`src/rtl/button_word_capture.sv`:
```
// button_word_capture: debounced push-button serial word entry with valid/ready output
module button_word_capture #(
  parameter int DATA_W = 4,
  parameter int SYNC_STAGES = 2,
  parameter int DEBOUNCE_CYCLES = 0,
  parameter int MSB_FIRST = 1,
  parameter int TIMEOUT_CYCLES = 0,
  localparam int CW = $clog2(DATA_W + 1)
) (
  input  logic              clk,
  input  logic              rst,
  input  logic              start,
  input  logic              button0,
  input  logic              button1,
  output logic [DATA_W-1:0] out_data,
  output logic              out_valid,
  input  logic              out_ready,
  output logic              busy,
  output logic [CW-1:0]     bit_count,
  output logic              err_pulse,
  output logic              timeout_pulse
);
  localparam int DW = DEBOUNCE_CYCLES > 0 ? $clog2(DEBOUNCE_CYCLES + 1) : 1;
  localparam int TW = TIMEOUT_CYCLES > 0 ? $clog2(TIMEOUT_CYCLES + 1) : 1;
  typedef enum logic [1:0] {IDLE, COLLECT, HOLD} state_t;
  logic [2:0] pin, filt_q, filt_d, rel_q;
  logic [2:0][SYNC_STAGES-1:0] sync_q;
  logic [2:0][DW-1:0] db_q, db_d;
  logic rs, r0, r1, err_q, err_d, to_q, to_d;
  state_t state_q, state_d;
  logic [DATA_W-1:0] sh_q, sh_d, out_data_q, out_data_d, shifted;
  logic [CW-1:0] cnt_q, cnt_d;
  logic [TW-1:0] tmr_q, tmr_d;
  assign pin = {button1, button0, start};
  assign {r1, r0, rs} = rel_q;
  assign shifted = MSB_FIRST != 0 ? {sh_q[DATA_W-2:0], r1} : {r1, sh_q[DATA_W-1:1]};
  assign out_data = out_data_q;
  assign out_valid = state_q == HOLD;
  assign busy = state_q != IDLE;
  assign bit_count = cnt_q;
  assign err_pulse = err_q;
  assign timeout_pulse = to_q;
  // filtered level flips once the synced value has disagreed for DEBOUNCE_CYCLES cycles in a row
  always_comb begin
    db_d = '0;
    filt_d = filt_q;
    for (int i = 0; i < 3; i++) begin
      if (sync_q[i][SYNC_STAGES-1] != filt_q[i]) begin
        if (32'(db_q[i]) == DEBOUNCE_CYCLES) filt_d[i] = sync_q[i][SYNC_STAGES-1];
        else db_d[i] = db_q[i] + 1'b1;
      end
    end
  end
  // synchronisers, debounce state and one-cycle release events
  always_ff @(posedge clk) begin
    if (rst) begin
      sync_q <= '0;
      db_q <= '0;
      filt_q <= '0;
      rel_q <= '0;
    end else begin
      for (int i = 0; i < 3; i++) sync_q[i] <= {sync_q[i][SYNC_STAGES-2:0], pin[i]};
      db_q <= db_d;
      filt_q <= filt_d;
      rel_q <= filt_q & ~filt_d;
    end
  end
  // frame control: start restarts, bit events shift, full word parks in HOLD until accepted
  always_comb begin
    state_d = state_q;
    sh_d = sh_q;
    out_data_d = out_data_q;
    cnt_d = cnt_q;
    tmr_d = '0;
    err_d = 1'b0;
    to_d = 1'b0;
    case (state_q)
      IDLE: if (rs) begin
        state_d = COLLECT;
        sh_d = '0;
        cnt_d = '0;
      end
      COLLECT: begin
        tmr_d = TIMEOUT_CYCLES > 0 ? tmr_q + 1'b1 : '0;
        if (rs) begin
          sh_d = '0;
          cnt_d = '0;
          tmr_d = '0;
        end else if (r0 && r1) begin
          err_d = 1'b1;
          tmr_d = tmr_q;
        end else if (r0 || r1) begin
          sh_d = shifted;
          tmr_d = '0;
          if (32'(cnt_q) == DATA_W - 1) begin
            out_data_d = shifted;
            cnt_d = '0;
            state_d = HOLD;
          end else cnt_d = cnt_q + 1'b1;
        end else if (TIMEOUT_CYCLES > 0 && 32'(tmr_q) == TIMEOUT_CYCLES - 1) begin
          state_d = IDLE;
          cnt_d = '0;
          to_d = 1'b1;
        end
      end
      HOLD: if (out_ready) begin
        state_d = rs ? COLLECT : IDLE;
        sh_d = '0;
        cnt_d = '0;
      end
      default: state_d = IDLE;
    endcase
  end
  // frame state registers
  always_ff @(posedge clk) begin
    if (rst) begin
      state_q <= IDLE;
      sh_q <= '0;
      out_data_q <= '0;
      cnt_q <= '0;
      tmr_q <= '0;
      err_q <= 1'b0;
      to_q <= 1'b0;
    end else begin
      state_q <= state_d;
      sh_q <= sh_d;
      out_data_q <= out_data_d;
      cnt_q <= cnt_d;
      tmr_q <= tmr_d;
      err_q <= err_d;
      to_q <= to_d;
    end
  end
endmodule
```
`config.mk`:
```
export PLATFORM = sky130hd
export DESIGN_NAME = button_word_capture
export DESIGN_NICKNAME = d
export VERILOG_FILES = /design/src/rtl/button_word_capture.sv
export SDC_FILE = /design/constraint.sdc
export NUM_CORES = 1
export LEC_CHECK = 0
export ABC_AREA = 1
export CORE_MARGIN = 2
export CORE_UTILIZATION = 51
export CTS_CLUSTER_SIZE = 40
export DETAILED_ROUTE_END_ITERATION = 6
export PLACE_DENSITY_LB_ADDON = 0.05
export SETUP_SLACK_MARGIN = 0.3
export SYNTH_ARGS = -nofsm -noshare
export SYNTH_HDL_FRONTEND = slang
export SYNTH_SLANG_ARGS = --single-unit
```
`constraint.sdc`:
```
create_clock -name clk -period 1.6 [get_ports clk]
set_input_delay 0.16 -clock clk [delete_from_list [all_inputs] [get_ports clk]]
set_output_delay 0.16 -clock clk [all_outputs]
set_load 0.01 [all_outputs]
```
==> impl_metrics.py, run 1 <==
metrics = {
    "logic_synthesis": {
        "synth_top_area_cell": "dfxtp_1",
        "synth_area_sq_um": 1140,
        "avgSynthCellArea_sq_um": 7.57,
        "synth_top_area_share_pct": 49.1,
        "synth_cells": 151,
        "synthTopCellsByArea": "dfxtp_1, nor2_1, nand2_1",
        "synth_seq_area_share_pct": 49.1,
        "ys_types": 23,
        "ys.warnings.count": 0,
        "ys_ff_latch": 28,
    },
    "worst_setup_path": {
        "ff2ff_path_depth": 7,
        "cp_data_required_time_ns": 1.88,
        "crit_chain": "ha_4 -> nand2_4 -> nor2_4 -> nand4_4 -> nand2_2 -> nand2_2 -> nor2_1",
        "crit_path_frequent_cell": "nand2_2",
        "reg2reg_from": "bit_count[1]",
        "path_delay_family": "simple AND/OR/NAND/NOR gates",
        "worstPathArrival_ns": 1.51,
        "cp.depth": 7,
        "cp_num_buf_inv": 0,
        "cp_max_fo": 5,
        "endpoint": "out_data[2]",
        "slowest_stage": "dfxtp_2",
        "critPathMaxStageDelay_ns": 0.39,
        "cp-start-kind": "register",
        "crit_type": "reg -> reg",
        "crit_path_end_kind": "register",
        "critPathLaunch": "bit_count[1]",
        "worstReg2RegEnd": "out_data[2]",
        "worst-r2r-setup-slack_ns": 0.37,
    },
    "routing": {
        "first_iter_violations": 15,
        "num_vias": 935,
        "viasPerCell": 4.54,
        "first_pass_iters": 4,
        "routed_wl_um": 2070,
        "wl_per_cell_um": 10.0,
        "drcViolationCount": 0,
        "ant_nets": 0,
    },
    "clock_tree": {
        "htree_levels": 1,
        "numCtsBuffers": 3,
        "cts.sinks": 28,
        "clock_latency_ns": 0.32,
        "hold_buffers": 0,
        "clock_path_buffers": 2,
        "cts_tree": "yes",
        "path_clk_slew_ns": 0.15,
        "cts_root_buf": "clkbuf_4",
    },
    "grt": {
        "antenna_found_initial": 0,
        "grt_pass1_wl_um": 3580,
        "grt_max_degree": 17,
        "grt_pass1_vias": 868,
        "track_usage_pct": 18.2,
        "grt_overflow": 0,
    },
    "power": {
        "power_density_nw_per_um2": 864,
        "leakage_nw": 0.721,
        "irDropWorstVdd_mv": 0.840,
        "report.power.total_mw": 1.29,
    },
    "timing": {
        "finalHoldViolations": 0,
        "rsz0062_at_grt": "true",
        "setup_ws_ns": 0.372,
        "setup_tns_ns": 0,
        "min_period_ns": 1.23,
        "finalMaxSlewViolations": 0,
        "period_share_pct": 76.7,
        "fmax_mhz": 814,
        "setup_viol": 0,
        "finalClockSkew_ns": 0.00549,
    },
    "cells_and_area": {
        "n_fill_cell": 193,
        "final_util_pct": 68.7,
        "finalNetCount": 186,
        "multi_input_area_sq_um": 523,
        "drive_above_1_share_pct": 21.9,
        "ff_latch_area_sq_um": 572,
        "antenna_cells": 0,
        "stdcell_count": 206,
        "syn2layout_area_growth_pct": 30.6,
    },
    "placed_design": {
        "placed_cells": 195,
        "dp_hpwl_um": 1360,
        "portBuffers": 15,
        "place_ws_ns": 0.283,
        "gp_congestion": 0.831,
    },
    "flow_run": {
        "cap_violations": 0,
    },
    "floorplanning": {
        "ios": 17,
        "rows": 17,
        "coreArea_sq_um": 2170,
        "dieArea_sq_um": 2630,
        "start_util_pct": 52.7,
        "die_y_um": 51.3,
        "die_w_um": 51.3,
    },
    "outcome": {
        "status": "finished, final reports clean",
    },
    "min_path": {
        "min_path_type": "in -> reg",
        "worst_hold_path.num_cells": 3,
    },
}
-- how the worst min path moves through the flow --
| stage | start | endpoint | slack, ns |
|---|---|---|---|
| after global placement | sync_q[0] | sync_q[1] | 0.39 |
| after floorplan | rst | rel_q[1] | 0.24 |
| after CTS | start | sync_q[0] | 0.32 |
| after detailed placement | sync_q[2] | sync_q[3] | 0.40 |
| after global routing | button0 | sync_q[2] | 0.35 |
| final | start | sync_q[0] | 0.33 |
-- synthesized netlist by cell type, drive strengths merged --
cell type and number:
nor4 3, nand3b 1, ha 1, a21oi 5
buf 2, nand2 30, nand3 5, nand4 4
a31oi 1, dfxtp 28, nor2 33, clkbuf 1
a21boi 1, o21ai 3, inv 31, nor3 1
conb 1
-- per-stage QoR --
| stage | hold slack, ns | cell area (sq um) |
|---|---|---|
| finish | 0.332 | 1490 |
| floorplan | 0.237 | 1150 |
| detailed placement | 0.398 | 1330 |
| global route | 0.348 | 1490 |
| CTS | 0.322 | 1400 |
| global placement | 0.390 | 1330 |
-- cells in the final DEF, fill, tap and decap left out, drive strengths merged, types with 7 or more instances in the layout --
master | netlist | final
inv | 31 | 31
dfxtp | 28 | 28
buf | 2 | 7
dlygate4sd2 | 0 | 8
nand2 | 30 | 30
nor2 | 33 | 33
-- where the power goes --
part / switching [mW] / total [mW] / internal [mW]
registers: 0.0147 / 0.735 / 0.720
logic: 0.0555 / 0.0984 / 0.0429
clock network: 0.203 / 0.456 / 0.253
total: 0.273 / 1.29 / 1.02
-- metal layers --
metal	up-vias	part of all wire (%)	track usage, %	wire length, um
met5	-	0	0	0
met4	0	1.4	7.89	29
met3	4	2.5	3.51	52
met2	13	49	31.2	1010
met1	409	47	22.2	980
li1	509	-	-	-
-- registers in the layout, summed over array words and instances, names as in the netlist --
name,cells
out_data,4
state_q,2
sh_q,3
bit_count,3
filt_q,3
rel_q,3
sync_q,6
db_q,3
err_pulse,1
-- cell families after synthesis --
family | count (synthesis) | synth area share (%)
other | 1 | 0.328
DFF | 28 | 49.1
adders and majority gates | 1 | 1.10
buffers and inverters | 34 | 11.8
and+or+nand+nor | 77 | 32.0
AOI/OAI and AO/OA | 10 | 5.70
-- worst register-to-register path, cell delays in order, from the launching register on --
cell and delay (ns):
dfxtp_2 0.39, ha_4 0.16, nand2_4 0.06, nor2_4 0.16
nand4_4 0.16, nand2_2 0.12, nand2_2 0.04, nor2_1 0.10
-- what timing repair did --
action / 4_1_cts / 5_1_grt
endpoints found under the setup margin: 14 / 11
pin swaps: 0 / 11
resized for setup: 19 / 19
gates cloned: 0 / 1
buffers inserted: 2 / 4
-- layout make-up --
| cell class | count | share of cell area [%] |
|---|---|---|
| clock buffer | 3 | 1.51 |
| clock inverter | 1 | 2.01 |
| inverter | 31 | 7.97 |
| multi-input combinational | 93 | 35.1 |
| sequential | 28 | 38.3 |
| tap | 28 | 2.35 |
| timing repair buffer | 22 | 12.8 |
No activity file was read; power rests on OpenSTA's default activity.
==> run 2: changes to the inputs <==
--- a/config.mk
+++ b/config.mk
@@ -7,7 +7,7 @@
 export LEC_CHECK = 0
 export ABC_AREA = 1
 export CORE_MARGIN = 2
-export CORE_UTILIZATION = 51
+export CORE_UTILIZATION = 46
 export CTS_CLUSTER_SIZE = 40
 export DETAILED_ROUTE_END_ITERATION = 6
 export PLACE_DENSITY_LB_ADDON = 0.05
==> constraint.sdc (replaced) <==
create_clock -name clk -period 1.11 [get_ports clk]
set_input_delay 0.111 -clock clk [delete_from_list [all_inputs] [get_ports clk]]
set_output_delay 0.111 -clock clk [all_outputs]
set_load 0.01 [all_outputs]
==> impl_metrics.py, run 2 (same netlist as run 1, synthesis figures left out) <==
metrics = {
    "routing": {
        "num_vias": 962,
        "viasPerCell": 4.52,
        "routed_wl_um": 2040,
        "drcViolationCount": 0,
        "wl_per_cell_um": 9.57,
        "ant_nets": 0,
        "first_pass_iters": 4,
        "first_iter_violations": 12,
    },
    "floorplanning": {
        "start_util_pct": 47.4,
        "coreArea_sq_um": 2410,
        "die_y_um": 53.8,
        "ios": 17,
        "dieArea_sq_um": 2900,
        "rows": 18,
        "die_w_um": 53.8,
    },
    "clock_tree": {
        "cts_tree": "yes",
        "clock_latency_ns": 0.32,
        "clock_path_buffers": 2,
        "numCtsBuffers": 3,
        "path_clk_slew_ns": 0.15,
        "cts.sinks": 28,
        "hold_buffers": 0,
        "htree_levels": 1,
        "cts_root_buf": "clkbuf_4",
    },
    "outcome": {
        "violations": "negative setup slack",
        "status": "finished with violations",
    },
    "timing": {
        "finalClockSkew_ns": 0.00474,
        "setup_ws_ns": -0.0767,
        "setup_tns_ns": -0.549,
        "finalMaxSlewViolations": 0,
        "rsz0062_at_grt": "true",
        "min_period_ns": 1.19,
        "finalHoldViolations": 0,
        "whs_ns": 0.284,
        "fmax_mhz": 843,
        "period_share_pct": 107,
        "setup_viol": 11,
    },
    "placed_design": {
        "dp_hpwl_um": 1470,
        "place_ws_ns": -0.140,
        "portBuffers": 15,
        "gp_congestion": 0.793,
    },
    "grt": {
        "grt_pass1_wl_um": 3450,
        "grt_max_degree": 16,
        "track_usage_pct": 16.7,
        "antenna_found_initial": 0,
        "grt_overflow": 0,
        "grt_pass1_vias": 862,
    },
    "cells_and_area": {
        "mostFrequentLayoutCells": "nor2_1, nand2_1, inv_1",
        "finalNetCount": 191,
        "largest_reg_flops": 6,
        "n_fill_cell": 216,
        "syn2layout_area_growth_pct": 36.8,
        "antenna_cells": 0,
        "ff_latch_area_sq_um": 584,
        "multi_input_area_sq_um": 517,
        "layout_commonest_cell": "nor2_1",
        "drive_above_1_share_pct": 32.2,
        "regMostFlops": "sync_q",
    },
    "power": {
        "irDropWorstVdd_mv": 0.871,
        "power_density_nw_per_um2": 1090,
        "leakage_nw": 0.720,
        "report.power.total_mw": 1.71,
    },
    "min_path": {
        "min_path_type": "in -> reg",
    },
    "worst_setup_path": {
        "cp_data_required_time_ns": 1.38,
        "crit_type": "reg -> reg",
        "worstPathArrival_ns": 1.45,
        "crit_path_end_kind": "register",
        "cp-start-kind": "register",
        "cp_max_fo": 9,
    },
    "flow_run": {
        "cap_violations": 0,
    },
}
==> run 2: cell types whose count changed in the layout (fill, tap and decap cells not counted), sizes merged <==
cell and change:
nand4 -1, bufinv -1, clkbuf -1, buf +16, dlygate4sd2 -8
==> run 2: path summary, 6_finish.rpt <==
path	start	to	slack, ns	cells past startpoint
worst max-delay path	bit_count[0]	out_data[0]	-0.08	7
worst max register to register	bit_count[0]	out_data[0]	-0.08	7
worst min register to register	sync_q[2]	sync_q[3]	0.41	2
worst min-delay path	button0	sync_q[2]	0.28	3
==> run 2: repair_timing <==
item | in CTS | in global routing
setup endpoints to repair | 23 | 23
resized for setup | 61 | 8
pin swaps | 11 | 4
setup buffers | 5 | 0
==> run 2: cell type report <==
type / instances / area share, %
inverter: 31 / 7.61
timing repair buffer: 28 / 17.2
tap: 30 / 2.40
clock buffer: 4 / 2.32
sequential: 28 / 37.4
multi-input combinational: 92 / 33.1
==> run 2: metal layers <==
| metal | up-vias | track usage (%) | part of all wire, % |
|---|---|---|---|
| li1 | 512 | - | - |
| met1 | 431 | 19.8 | 47 |
| met5 | - | 0 | 0 |
| met3 | 2 | 3.33 | 3.3 |
| met4 | 0 | 6.41 | 0.74 |
| met2 | 17 | 29.3 | 48 |
==> run 2: critical path, cell delays in order (launching register included) <==
cell and delay, ns:
dfxtp_4 0.39, ha_4 0.14, nand2_4 0.06, nor2_4 0.13, nand4_4 0.17, nand2_1 0.11, nand2_1 0.05, nor2_1 0.09
==> run 2: power breakdown <==
part,total (mW),switching [mW],internal [mW],leakage (nW)
Combinational,0.163,0.0835,0.0793,0.464
Sequential,1.06,0.0209,1.03,0.236
Clock,0.492,0.292,0.201,0.0210
Total,1.71,0.396,1.31,0.720
==> run 2: per-stage QoR <==
stage | cells | utilization [%] | instance area, sq um
4_1_cts | 213 | 63.8 | 1540
3_3_place_gp | 204 | 59.2 | 1430
5_1_grt | 213 | 64.8 | 1560
2_1_floorplan | 154 | - | 1200
3_5_place_dp | 204 | 59.2 | 1430
6_report | 213 | 64.8 | 1560
